===== config.mk =====
export PLATFORM = sky130hd
export DESIGN_NAME = byte_serializer
export DESIGN_NICKNAME = d
export VERILOG_FILES = /design/src/rtl/byte_ser_pkg.sv /design/src/rtl/bit_counter.sv /design/src/rtl/byte_serializer.sv
export SDC_FILE = /design/constraint.sdc
export NUM_CORES = 1
export LEC_CHECK = 0
export BUFFER_PORTS_ARGS = -buffer_cell sky130_fd_sc_hd__buf_4
export CAP_MARGIN = 30
export CORE_MARGIN = 8
export CORE_UTILIZATION = 25
export DETAILED_ROUTE_END_ITERATION = 7
export GPL_ROUTABILITY_DRIVEN = 0
export RECOVER_POWER = 100
export REMOVE_ABC_BUFFERS = 1
export SLEW_MARGIN = 20
export SYNTH_ARGS = -nofsm -noshare
export SYNTH_HDL_FRONTEND = slang
export SYNTH_SLANG_ARGS = --single-unit

===== constraint.sdc =====
create_clock -name clk -period 3.7 [get_ports clk]
set_input_delay 0.74 -clock clk [delete_from_list [all_inputs] [get_ports clk]]
set_output_delay 0.74 -clock clk [all_outputs]
set_load 0.05 [all_outputs]

===== src/rtl/byte_ser_pkg.sv =====
// Shared constants and shifter state encoding for the byte serializer.
package byte_ser_pkg;

  localparam int DATA_W_DEF = 8;

  typedef enum logic {
    IDLE  = 1'b0,
    SHIFT = 1'b1
  } shift_state_e;

endpackage


===== src/rtl/bit_counter.sv =====
// Bit position counter for the shifter; wraps to 0 after the last bit.
module bit_counter #(
  parameter int DATA_W = 8,
  parameter int CW     = $clog2(DATA_W)
) (
  input  logic          clk,
  input  logic          rst,
  input  logic          clr,
  input  logic          en,
  output logic [CW-1:0] count,
  output logic          last
);

  assign last = (count == CW'(DATA_W - 1));

  // Count bits as they leave; a new load restarts at bit 0.
  always_ff @(posedge clk) begin
    if (!rst)                 count <= '0;
    else if (clr || (en && last)) count <= '0;
    else if (en)              count <= count + CW'(1);
  end

endmodule


===== src/rtl/byte_serializer.sv =====
// Parallel-to-serial converter with one-word holding register so
// back-to-back words stream without idle bits.
module byte_serializer
  import byte_ser_pkg::*;
#(
  parameter int DATA_W    = DATA_W_DEF,
  parameter int MSB_FIRST = 1
) (
  input  logic              clk,
  input  logic              rst,
  input  logic [DATA_W-1:0] in_data,
  input  logic              in_valid,
  output logic              in_ready,
  input  logic              ser_en,
  output logic              dout,
  output logic              dout_valid,
  output logic              frame_start,
  output logic              busy
);

  localparam int CW = $clog2(DATA_W);

  shift_state_e      state_q, state_d;
  logic [DATA_W-1:0] sreg, hold_reg;
  logic              hold_full;
  logic              rdy_q;
  logic [CW-1:0]     count;
  logic              last;
  logic              active, accept, adv, last_edge;
  logic              load_new, load_hold, load;

  assign active    = (state_q == SHIFT);
  assign in_ready  = !hold_full && rdy_q;
  assign accept    = in_valid && in_ready;
  assign adv       = active && ser_en;
  assign last_edge = adv && last;
  // New word goes straight to the shifter when it is free or about to free up.
  assign load_new  = accept && (!active || last_edge);
  // in_ready is low whenever hold_full is set, so these never collide.
  assign load_hold = last_edge && hold_full;
  assign load      = load_new || load_hold;

  bit_counter #(.DATA_W(DATA_W), .CW(CW)) u_cnt (
    .clk   (clk),
    .rst   (rst),
    .clr   (load),
    .en    (adv),
    .count (count),
    .last  (last)
  );

  // Shifter state register.
  always_ff @(posedge clk) begin
    if (!rst) state_q <= IDLE;
    else      state_q <= state_d;
  end

  // Shifter next state: start on any load, stop after last bit with nothing queued.
  always_comb begin
    state_d = state_q;
    case (state_q)
      IDLE:    if (load) state_d = SHIFT;
      SHIFT:   if (last_edge && !load) state_d = IDLE;
      default: state_d = IDLE;
    endcase
  end

  // Registered copy of reset so in_ready rises the cycle after release.
  always_ff @(posedge clk) begin
    rdy_q <= rst;
  end

  // Holding register: fills when the shifter is mid-word, drains on last bit.
  always_ff @(posedge clk) begin
    if (!rst) begin
      hold_full <= 1'b0;
      hold_reg  <= '0;
    end else if (load_hold) begin
      hold_full <= 1'b0;
    end else if (accept && !load_new) begin
      hold_full <= 1'b1;
      hold_reg  <= in_data;
    end
  end

  // Shift register: zeros shift in, so it is empty (dout=0) once a word completes.
  always_ff @(posedge clk) begin
    if (!rst)       sreg <= '0;
    else if (load)  sreg <= load_hold ? hold_reg : in_data;
    else if (adv) begin
      if (MSB_FIRST != 0) sreg <= {sreg[DATA_W-2:0], 1'b0};
      else                sreg <= {1'b0, sreg[DATA_W-1:1]};
    end
  end

  assign dout        = (MSB_FIRST != 0) ? sreg[DATA_W-1] : sreg[0];
  assign dout_valid  = adv;
  assign frame_start = adv && (count == '0);
  assign busy        = active || hold_full;

endmodule

# Yosys cells after proc, flatten, opt, wreduce, memory -nomap -nowiden
# Index checks and enable logic that the tools add are counted.
word_totals:
  regBits: 22
  inputBits: 12
  out_inout_bits: 5
  word_cells: 39
classes:
  addsub: 1
  n_eq_ne: 1
  muxes: 6
  n_bitwise: 3
  n_reduce_logical: 22
op_table:
  columns: ["op", "n"]
  rows:
  - ["8-bit 2-to-1 mux", 3]
  - ["1-bit logical AND", 9]
  - ["1-bit logical NOT", 4]
  - ["1-bit logical OR", 4]
  - ["2-bit OR reduction", 2]
  - ["3-bit by 1-bit adder with 3-bit output (second input constant)", 1]
  - ["3-bit == test (second input constant)", 1]
  - ["3-bit logical NOT", 1]
  - ["1-bit inverter", 3]
  - ["1-bit 2-to-1 mux", 2]
  - ["1-bit case mux with 2 select lines", 1]
  - ["2-bit AND reduction", 1]
  - ["2-bit nonzero test", 1]

# Depth between registers and ports, before layout
# Gate-level depths: netlist (run 1).
logic_depth:
  word_depth: 9
  depth_mapped: 7
  depth_no_buf: 5

# Modules after synthesis
# A second synthesis (run 1) with hierarchy kept.
unflattened:
  cells_unflattened: 127
  area_unflattened_um2: 1204.9
modules_own_cells:
  columns: ["module", "n_inst", "cells_per_inst", "area_each_um2", "seq_area_each_um2"]
  rows:
  - ["byte_serializer", 1, 112, 1052.3, 380.4]
  - ["bit_counter", 1, 15, 152.6, 60.1]

# Worst setup path before layout (run 1)
# OpenSTA, ideal clock, no wires.
synth_timing:
  path_kind: "input to output"
  start: "input ser_en"
  end: "output frame_start"
  arrival_ns: 2.222
  required_time_ns: 2.960
  slack_ns: 0.738
  path_stages: 3
  n_path_buf: 1
  path_cell_list: "buf_2 -> nand2_1 -> nor3b_1"
synth_via:
  elab_chain_len: 2
synth_rtl:
  columns: ["item", "line_no", "rtl"]
  rows:
  - ["start, declared", "byte_serializer.sv:14", "input logic ser_en,"]
  - ["1-bit logical AND", "byte_serializer.sv:35", "assign adv = active && ser_en;"]
  - ["1-bit logical AND", "byte_serializer.sv:98", "assign frame_start = adv && (count == '0);"]
  - ["end, declared", "byte_serializer.sv:17", "output logic frame_start,"]
# Every way passes these cells.

# Final worst setup path (run 1)
layout_timing:
  start: "register state_q (netlist: active)"
  end: "output frame_start"
layout_via:
  elab_chain_len: 2
layout_rtl:
  columns: ["item", "line_no", "rtl"]
  rows:
  - ["start, declared", "byte_serializer.sv:23", "shift_state_e state_q, state_d;"]
  - ["start signal, assigned", "byte_serializer.sv:55", "else state_q <= state_d;"]
  - ["1-bit logical AND", "byte_serializer.sv:35", null]
  - ["1-bit logical AND", "byte_serializer.sv:98", null]
# Every way passes these cells.

==> tab_implementation.tex, run 1 <==
\begin{tabular}{lr}
\hline
Metric & Value \\
\hline
\multicolumn{2}{l}{\textbf{Worst setup path}} \\
Terminus of the critical flop-to-flop path & sreg[7] \\
Highest net fanout along the worst path & 24 \\
Largest stage delay on the critical path & 720 ps \\
Data required time of the worst path & 2960 ps \\
Crit path cell chain & nand2\_1 -> nor3b\_1 -> clkbuf\_1 \\
Worst Path Class, Setup & flop to primary output \\
Cell at the slowest stage of the critical path & dfxtp\_1 \\
Kind of cell adding the most delay to the critical path & flip-flops \\
Number of cell instances on the worst register-to-register path & 5 \\
Kind of end point of the critical path & primary output \\
FF-to-FF setup slack & 1440 ps \\
Crit path arrival time & 2060 ps \\
Count of buffer and inverter cells on the critical path & 1 \\
Reg-to-Reg Start & u\_cnt.count[0] \\
Setup crit start & active \\
Type of element launching the critical path & flop \\
\multicolumn{2}{l}{\textbf{Final layout}} \\
Final non-filler cell total & 205 \\
Share of the core filled with cells in the final layout & 28.7\% \\
Post-layout instance area & 1370 um\^{}2 \\
Proportion of layout cells with a drive suffix above 1 & 15.2\% \\
Number of nets in the layout & 154 \\
Number of fillers in the final layout & 530 \\
Post-synthesis to final-layout area growth & 10.0\% \\
Most common cell after layout, fill and taps aside & dfxtp\_1 \\
Multi-input combinational cell area & 662 um\^{}2 \\
Commonest cells after routing, fill and taps aside & 22 x dfxtp\_1, 11 x a21oi\_1, 10 x buf\_4 \\
Ant diodes & 0 \\
Sequential cell area & 440 um\^{}2 \\
\multicolumn{2}{l}{\textbf{Worst hold path}} \\
Hold path endpoint & hold\_reg[5] \\
Beginning of the worst hold path & hold\_reg[5] \\
Type of the tightest min-delay check & flop to flop \\
Count of cells along the worst hold path & 2 \\
\multicolumn{2}{l}{\textbf{Placement}} \\
Placed inst area & 1370 um\^{}2 \\
Port-buffer cells & 16 \\
Dpl ws & 1330 ps \\
Final HPWL from detailed placement & 1890 um \\
Number of placed instances with taps included & 201 \\
\multicolumn{2}{l}{\textbf{Global routing}} \\
Leftover overflow at the end of global routing & 0 \\
Total global routing track utilization & 8.11\% \\
Via count of the first global-routing pass & 1011 \\
Global-route wire length before repair & 4930 um \\
Antenna violations before repair & 0 \\
Largest net degree at the start of global routing & 25 \\
\multicolumn{2}{l}{\textbf{Die}} \\
Die width & 86.7 um \\
Initial Util & 26.1\% \\
Std-Cell Core Area & 4790 um\^{}2 \\
Die ar. & 7510 um\^{}2 \\
Site row count & 25 \\
Height of the chip & 86.7 um \\
Number of placed I/O pins & 17 \\
\multicolumn{2}{l}{\textbf{Pwr}} \\
Maximum vdd drop & 0.191 mV \\
Static leakage & 0.578 nW \\
Ratio of total power to cell area & 415 nW/um\^{}2 \\
\multicolumn{2}{l}{\textbf{Synth}} \\
Number of synthesized flops with an enable pin & 0 \\
Number of synthesis warnings & 0 \\
Async set or reset register ratio after synthesis & 0\% \\
Avg Inst Size Synth & 9.53 um\^{}2 \\
Sequential cell area fraction in the yosys report & 35.3\% \\
\#FFs+latches synth & 22 \\
Total standard cell area after synthesis & 1250 um\^{}2 \\
Most instantiated flip-flop cell in the synthesis netlist & dfxtp\_1 \\
Share of Yosys cell area claimed by the top area cell type & 35.3\% \\
Cell type with the largest total area after synthesis & dfxtp\_1 \\
Netlist cell types & 35 \\
Area contributors post-synth & dfxtp\_1 35\%, mux2i\_1 7.2\%, a211oi\_2 7.0\% \\
Post-synthesis cell count & 131 \\
\multicolumn{2}{l}{\textbf{Route}} \\
Total wirelength of the detailed-routed design & 2780 um \\
Met2 Routed Length & 1180 um \\
Router iterations before antenna repair & 4 \\
Uppermost routed layer & met4 \\
Starting DRC count in detailed routing & 71 \\
Met1 wire length & 1480 um \\
Overall via count from detail\_route & 997 \\
Drc violations & 0 \\
Post-route antenna net violation count & 0 \\
Avg Vias per Cell & 4.86 \\
Sum of met3 wire segment lengths after detailed routing & 106 um \\
Detailed-route wire length per cell & 13.6 um \\
\multicolumn{2}{l}{\textbf{CTS}} \\
Resized cells post-CTS & 0 \\
Number of levels the H-tree was split into & 1 \\
Clock transition at the registers of the reported paths & 80 ps \\
Number of buffers added by the clock tree synthesis step & 3 \\
TritonCTS clock tree & built \\
Number of post-CTS setup repair buffers & 0 \\
CTS hold repair buffers & 0 \\
CTS Root Buffer Type & clkbuf\_8 \\
Clock tree buffer depth & 2 \\
Number of sinks driven by the clock tree & 22 \\
Worst skew pair latency & 270 ps \\
\multicolumn{2}{l}{\textbf{Timing}} \\
Upper clock frequency limit & 358 MHz \\
Fin worst setup slack & 905 ps \\
Unrepaired setup endpoints after global routing & no \\
Minimum clock period after layout & 2800 ps \\
Setup\_tns & 0 ps \\
Slew of the pin with the lowest slew margin & 1090 ps \\
Setup-failing EPs final & 0 \\
Fin Clk Skew & 2.76 ps \\
Final cycle utilization of the critical path & 75.5\% \\
Worst slew margin relative to its limit & 26.6\% \\
Number of slew-limit violations in the final report & 0 \\
Endpoints failing hold & 0 \\
\multicolumn{2}{l}{\textbf{Outcome}} \\
Run status & finished clean \\
\multicolumn{2}{l}{\textbf{Job}} \\
Number of maximum-capacitance constraint violations & 0 \\
\hline
\end{tabular}
[worst reg2reg max path, cell delays in order, from the launching register on]
cell	delay, ps
dfxtp_1	390
ha_1	170
ha_1	310
a21bo_1	540
and3_1	570
a211oi_1	140
[metal layers]
| layer | up-vias | GRT usage (%) |
|---|---|---|
| li1 | 505 | - |
| met1 | 474 | 10.6 |
| met2 | 14 | 12.4 |
| met3 | 4 | 2.74 |
| met4 | 0 | 1.88 |
| met5 | - | 0 |
[power by group]
part           switching [W]  leakage, nW  internal, W
logic              0.0000543        0.363    0.0000318
clock network      0.0000810       0.0357     0.000145
registers         0.00000937        0.180     0.000249
[synth_stat cells, types with 2 or more instances]
| library cell | count |
|---|---|
| a21oi_1 | 11 |
| nand3_1 | 9 |
| inv_1 | 4 |
| and3_1 | 7 |
| a311oi_1 | 6 |
| nor2_1 | 2 |
| o21ai_1 | 8 |
| buf_4 | 2 |
| a211oi_2 | 7 |
| clkbuf_1 | 5 |
| nor3_2 | 3 |
| buf_6 | 3 |
| and4b_1 | 2 |
| ha_1 | 3 |
| dfxtp_1 | 22 |
| buf_2 | 3 |
| a21boi_0 | 7 |
| nand2_1 | 2 |
| mux2i_1 | 9 |
[kinds of logic after synthesis]
family | share of synthesized area [%]
buf+inv | 7.81
mux | 7.21
compound gates | 28.9
fa+ha+maj | 3.01
simple gates | 17.8
flops | 35.3
[stage by stage]
stage          power, W  hold slack, ps
5_1_grt        0.000598             527
4_1_cts        0.000590             485
6_report       0.000570             484
3_3_place_gp   0.000362             465
2_1_floorplan  0.000328             458
3_5_place_dp   0.000363             473
[worst max path at each step]
| stage | end | cells past startpoint | slack [ps] |
|---|---|---|---|
| after floorplan | frame_start | 2 | 890 |
| after global placement | frame_start | 4 | 1360 |
| after detailed placement | frame_start | 4 | 1330 |
| after CTS | frame_start | 3 | 1150 |
| after global routing | frame_start | 3 | 730 |
| final | frame_start | 3 | 900 |
[layout make-up]
class                   instances  share of cell area [%]
clock buffers                   3                    3.01
clock inverters                 1                    2.19
inverters                       4                    1.09
multi-input cells              92                    48.2
flip-flops and latches         22                    32.1
well taps                      67                    6.10
repair buffers                 16                    7.38
Note: power is estimated with default switching activity, not from simulation.
==> inputs of run 2 (changes only) <==
clock period = 2.5 ns   (was 3.7 ns; I/O delays follow)
==> run 2 against run 1 <==
Net effect: critical path type unchanged; die area is the same; non-clock buffer count grew 1; register-to-register slack lost 1200 ps; sequential cell count is the same; clock power grew 14%; final area is essentially flat; routed wire length grew 0.32%; via count grew 1.4%; combinational power grew 52%.
==> tab_implementation.tex, run 2 (same netlist as run 1, synthesis figures left out) <==
\begin{tabular}{lr}
\hline
Metric & Value \\
\hline
\multicolumn{2}{l}{\textbf{Pwr}} \\
Maximum vdd drop & 0.306 mV \\
Switching fraction of total power & 27.6\% \\
Share of power burned in the clock network & 33.4\% \\
Gate power share & 17.0\% \\
NetSw & 0.000213 W \\
Ratio of total power to cell area & 561 nW/um\^{}2 \\
Sequential share of power & 49.6\% \\
Internal power & 0.000558 W \\
Static leakage & 0.585 nW \\
Total power consumption of the routed design & 0.000771 W \\
\multicolumn{2}{l}{\textbf{Placement}} \\
Final HPWL from detailed placement & 1900 um \\
Port-buffer cells & 16 \\
\multicolumn{2}{l}{\textbf{CTS}} \\
Number of post-CTS setup repair buffers & 0 \\
Resized cells post-CTS & 0 \\
TritonCTS clock tree & built \\
Number of levels the H-tree was split into & 1 \\
Clock tree buffer depth & 2 \\
Number of sinks driven by the clock tree & 22 \\
CTS Root Buffer Type & clkbuf\_8 \\
Worst skew pair latency & 260 ps \\
Number of buffers added by the clock tree synthesis step & 3 \\
CTS hold repair buffers & 0 \\
Clock transition at the registers of the reported paths & 80 ps \\
\multicolumn{2}{l}{\textbf{Outcome}} \\
Run status & finished clean \\
\multicolumn{2}{l}{\textbf{Die}} \\
Initial Util & 26.1\% \\
Number of placed I/O pins & 17 \\
Die width & 86.7 um \\
Height of the chip & 86.7 um \\
Site row count & 25 \\
Std-Cell Core Area & 4790 um\^{}2 \\
Die ar. & 7510 um\^{}2 \\
\multicolumn{2}{l}{\textbf{Route}} \\
Avg Vias per Cell & 4.91 \\
Total wirelength of the detailed-routed design & 2790 um \\
Post-route antenna net violation count & 0 \\
Drc violations & 0 \\
Router iterations before antenna repair & 4 \\
Starting DRC count in detailed routing & 110 \\
Detailed-route wire length per cell & 13.5 um \\
Overall via count from detail\_route & 1011 \\
\multicolumn{2}{l}{\textbf{Worst setup path}} \\
FF-to-FF setup slack & 260 ps \\
Crit path cell chain & nand2\_1 -> nor3b\_1 -> buf\_4 \\
Worst Path Class, Setup & flop to primary output \\
Data required time of the worst path & 2000 ps \\
Highest net fanout along the worst path & 24 \\
Largest stage delay on the critical path & 730 ps \\
Type of element launching the critical path & flop \\
Cell at the slowest stage of the critical path & dfxtp\_1 \\
Kind of end point of the critical path & primary output \\
Crit path arrival time & 1790 ps \\
\multicolumn{2}{l}{\textbf{Timing}} \\
Worst slack on hold paths & 364 ps \\
Number of slew-limit violations in the final report & 0 \\
Endpoints failing hold & 0 \\
Worst slew margin relative to its limit & 25.7\% \\
Fin Clk Skew & 3.83 ps \\
Slew of the pin with the lowest slew margin & 1100 ps \\
Setup-failing EPs final & 0 \\
Final cycle utilization of the critical path & 91.7\% \\
Unrepaired setup endpoints after global routing & no \\
Setup\_tns & 0 ps \\
Minimum clock period after layout & 2290 ps \\
Upper clock frequency limit & 436 MHz \\
\multicolumn{2}{l}{\textbf{Global routing}} \\
Global-route wire length before repair & 4800 um \\
Leftover overflow at the end of global routing & 0 \\
Antenna violations before repair & 0 \\
Total global routing track utilization & 7.93\% \\
Via count of the first global-routing pass & 1014 \\
Largest net degree at the start of global routing & 25 \\
\multicolumn{2}{l}{\textbf{Worst hold path}} \\
Type of the tightest min-delay check & input pin to flop \\
\multicolumn{2}{l}{\textbf{Final layout}} \\
Proportion of layout cells with a drive suffix above 1 & 18.0\% \\
Number of nets in the layout & 155 \\
Ant diodes & 0 \\
Most common cell after layout, fill and taps aside & dfxtp\_1 \\
Commonest cells after routing, fill and taps aside & 22 x dfxtp\_1, 12 x buf\_4, 11 x a21oi\_1 \\
Post-synthesis to final-layout area growth & 10.1\% \\
\multicolumn{2}{l}{\textbf{Job}} \\
Number of maximum-capacitance constraint violations & 0 \\
\hline
\end{tabular}
run 2: cell types whose count changed in the layout (fill, tap and decap cells not counted), sizes merged:
| cell | change |
|---|---|
| buf | +2 |
| bufinv | -1 |
run 2: path summary, 6_finish.rpt:
path             startpoint          end  cells after the start
max                  active  frame_start                      3
min                     rst        rdy_q                      1
max reg2reg  u_cnt.count[1]      sreg[7]                      5
min reg2reg     hold_reg[1]  hold_reg[1]                      2
run 2: worst max-delay path, delay by kind of cell (launching register included):
| family | cells | cell delay (ps) |
|---|---|---|
| simple gates | 2 | 560 |
| buf+inv | 1 | 230 |
| flops | 1 | 730 |
run 2: through the flow:
stage	util (%)	cell area, um^2	setup slack (ps)	cells
global placement	28.8	1380	561	202
finish	28.7	1380	208	206
floorplan	-	1170	11.9	118
detailed placement	28.8	1380	557	202
CTS	29.9	1430	225	206
global route	28.7	1380	18.3	206
run 2: final cells by class:
| type | instances | area [um^2] |
|---|---|---|
| Inverter | 4 | 15.0 |
| Sequential cell | 22 | 440 |
| Tap cell | 67 | 83.8 |
| Clock buffer | 4 | 55.1 |
| Multi-Input combinational cell | 92 | 667 |
| Fill cell | 508 | 3410 |
| Timing Repair Buffer | 17 | 114 |
run 2: power by group through the flow:
stage | Sequential (W) | Clock [W] | Combinational (W)
floorplan | 0.000391 | 0 | 0.0000944
global placement | 0.000390 | 0 | 0.000147
detailed placement | 0.000390 | 0 | 0.000147
CTS | 0.000382 | 0.000270 | 0.000148
global route | 0.000385 | 0.000282 | 0.000142
finish | 0.000382 | 0.000258 | 0.000131
run 2: per-layer routing:
layer	GRT usage, %	part of all wire (%)	up-vias
met5	0	0	-
met4	2.50	0.79	0
met3	3.31	5.8	2
met2	12.2	45	21
met1	9.71	49	481
li1	-	-	507
==> inputs of run 3 (changes only) <==
ABC_AREA = 1   (was unset)
SLEW_MARGIN = unset   (was 20)
==> run 3 against run 2 <==
Net effect: largest power group unchanged; sequential power down 1%; clock skew shrank 1.2 ps; die area down 4.3%; first-iteration DRC count is 30% lower; largest cell class unchanged; synthesized area fell by 5.2%; critical path depth is 2 higher; global-route usage decreased by 0.78 points; routed wire length fell by 6.8%; core utilization increased by 0.59 points; via count is 5.8% higher.
==> tab_implementation.tex, run 3 <==
\begin{tabular}{lr}
\hline
Metric & Value \\
\hline
\multicolumn{2}{l}{\textbf{Die}} \\
Height of the chip & 84.8 um \\
Site row count & 25 \\
Initial Util & 25.6\% \\
Std-Cell Core Area & 4630 um\^{}2 \\
Die ar. & 7190 um\^{}2 \\
Number of placed I/O pins & 17 \\
Die width & 84.8 um \\
\multicolumn{2}{l}{\textbf{Pwr}} \\
Internal power & 0.000548 W \\
NetSw & 0.000201 W \\
Sequential share of power & 50.3\% \\
Switching fraction of total power & 26.9\% \\
Gate power share & 15.0\% \\
Ratio of total power to cell area & 552 nW/um\^{}2 \\
Static leakage & 0.622 nW \\
Maximum vdd drop & 0.424 mV \\
Share of power burned in the clock network & 34.7\% \\
\multicolumn{2}{l}{\textbf{Synth}} \\
Share of Yosys cell area claimed by the top area cell type & 37.2\% \\
Async set or reset register ratio after synthesis & 0\% \\
Netlist cell types & 24 \\
Area contributors post-synth & dfxtp\_1 37\%, nand2\_1 15\%, a21oi\_1 7.6\% \\
Cell type with the largest total area after synthesis & dfxtp\_1 \\
Most numerous cell in the Yosys netlist & nand2\_1 \\
Total standard cell area after synthesis & 1180 um\^{}2 \\
Most instantiated flip-flop cell in the synthesis netlist & dfxtp\_1 \\
Number of synthesis warnings & 0 \\
Post-synthesis cell count & 171 \\
Avg Inst Size Synth & 6.92 um\^{}2 \\
\#FFs+latches synth & 22 \\
Number of synthesized flops with an enable pin & 0 \\
Top cell types by occurrence after synthesis & 47 x nand2\_1, 23 x inv\_1, 22 x dfxtp\_1 \\
Sequential cell area fraction in the yosys report & 37.2\% \\
\multicolumn{2}{l}{\textbf{Global routing}} \\
Global-route wire length before repair & 4230 um \\
Via count of the first global-routing pass & 902 \\
Leftover overflow at the end of global routing & 0 \\
Largest net degree at the start of global routing & 18 \\
Total global routing track utilization & 7.15\% \\
Antenna violations before repair & 0 \\
\multicolumn{2}{l}{\textbf{Final layout}} \\
Commonest cells after routing, fill and taps aside & 50 x nand2\_1, 25 x inv\_1, 22 x dfxtp\_1 \\
Proportion of layout cells with a drive suffix above 1 & 14.1\% \\
Ant diodes & 0 \\
Most common cell after layout, fill and taps aside & nand2\_1 \\
Final non-filler cell total & 239 \\
Number of nets in the layout & 201 \\
Post-synthesis to final-layout area growth & 14.7\% \\
Share of the core filled with cells in the final layout & 29.3\% \\
\multicolumn{2}{l}{\textbf{Route}} \\
Router iterations before antenna repair & 4 \\
Total wirelength of the detailed-routed design & 2600 um \\
Starting DRC count in detailed routing & 77 \\
Drc violations & 0 \\
Detailed-route wire length per cell & 10.9 um \\
Post-route antenna net violation count & 0 \\
Overall via count from detail\_route & 1070 \\
Avg Vias per Cell & 4.48 \\
\multicolumn{2}{l}{\textbf{CTS}} \\
Number of buffers added by the clock tree synthesis step & 3 \\
Number of sinks driven by the clock tree & 22 \\
Resized cells post-CTS & 0 \\
Number of post-CTS setup repair buffers & 0 \\
Worst skew pair latency & 260 ps \\
Clock tree buffer depth & 2 \\
CTS hold repair buffers & 0 \\
TritonCTS clock tree & built \\
CTS Root Buffer Type & clkbuf\_8 \\
Clock transition at the registers of the reported paths & 80 ps \\
Number of levels the H-tree was split into & 1 \\
\multicolumn{2}{l}{\textbf{Timing}} \\
Fin Clk Skew & 2.62 ps \\
Endpoints failing hold & 0 \\
Final cycle utilization of the critical path & 79.7\% \\
Setup\_tns & 0 ps \\
Slew of the pin with the lowest slew margin & 610 ps \\
Number of slew-limit violations in the final report & 0 \\
Setup-failing EPs final & 0 \\
Minimum clock period after layout & 1990 ps \\
Fin worst setup slack & 508 ps \\
Unrepaired setup endpoints after global routing & no \\
Upper clock frequency limit & 502 MHz \\
Worst slew margin relative to its limit & 59.5\% \\
\multicolumn{2}{l}{\textbf{Worst setup path}} \\
Reg-to-Reg Start & u\_cnt.count[0] \\
Crit path arrival time & 1490 ps \\
FF-to-FF setup slack & 520 ps \\
Data required time of the worst path & 2000 ps \\
Kind of end point of the critical path & primary output \\
Highest net fanout along the worst path & 12 \\
Terminus of the critical flop-to-flop path & sreg[4] \\
Type of element launching the critical path & flop \\
Number of cell instances on the worst register-to-register path & 9 \\
Worst Path Class, Setup & flop to primary output \\
\multicolumn{2}{l}{\textbf{Outcome}} \\
Run status & finished clean \\
\multicolumn{2}{l}{\textbf{Placement}} \\
Dpl ws & 749 ps \\
Final HPWL from detailed placement & 1860 um \\
Port-buffer cells & 16 \\
Number of placed instances with taps included & 235 \\
\multicolumn{2}{l}{\textbf{Worst hold path}} \\
Count of cells along the worst hold path & 2 \\
Beginning of the worst hold path & hold\_reg[1] \\
Type of the tightest min-delay check & flop to flop \\
Hold path endpoint & hold\_reg[1] \\
\multicolumn{2}{l}{\textbf{Job}} \\
Number of maximum-capacitance constraint violations & 0 \\
\hline
\end{tabular}
## run 3: changes by cell type after synthesis, sizes merged, moves of 9 or more
| cell | delta |
|---|---|
| inv | +21 |
| nand4 | +9 |
| nand2 | +49 |
| mux2i | -9 |
## run 3: critical path: stages, from the launching register on
cell	delay, ps
dfxtp_1	420
nand2_1	90
inv_1	320
nand2_1	90
nor2_1	100
buf_4	200
## run 3: cells by family (layout without fill, tap and decap cells)
| family | Yosys count | count (layout) | share of synthesized area (%) |
|---|---|---|---|
| AO/OA/AOI/OAI | 30 | 30 | 13.8 |
| adder cells (fa/ha/maj) | 3 | 3 | 3.17 |
| buffers and inverters | 35 | 49 | 13.3 |
| flip-flops | 22 | 22 | 37.2 |
| AND/OR/NAND/NOR | 81 | 81 | 32.5 |
## run 3: layout make-up
cell class	instances	area [um^2]
inverters	27	103
fillers	513	3270
repair buffers	18	128
well taps	54	67.6
multi-input cells	114	564
clock buffers	4	55.1
flip-flops and latches	22	440
## run 3: worst max-delay path by stage
stage | start | slack [ps] | to
6_report | active | 510 | frame_start
5_1_grt | u_cnt.count[0] | 290 | sreg[7]
4_1_cts | active | 630 | frame_start
3_5_place_dp | u_cnt.count[0] | 750 | sreg[5]
3_3_place_gp | ser_en | 740 | frame_start
2_1_floorplan | ser_en | 210 | frame_start
## run 3: metal layers
metal	routed length, um	global-route usage [%]
met5	0	0
met3	146	2.93
met4	27	1.94
met1	1240	9.90
met2	1180	9.74
## run 3: power groups by stage
stage / sequential [W] / clock, W / combinational [W]
floorplan: 0.000387 / 0 / 0.0000764
global placement: 0.000385 / 0 / 0.000121
detailed placement: 0.000385 / 0 / 0.000121
CTS: 0.000377 / 0.000271 / 0.000122
global route: 0.000379 / 0.000286 / 0.000126
finish: 0.000377 / 0.000260 / 0.000112
## run 3: per-stage QoR
stage               hold slack, ps  total power [W]  cell area [um^2]
floorplan                      430         0.000464              1130
global placement               442         0.000506              1330
global route                   470         0.000790              1360
CTS                            446         0.000769              1390
finish                         464         0.000749              1360
detailed placement             446         0.000506              1330
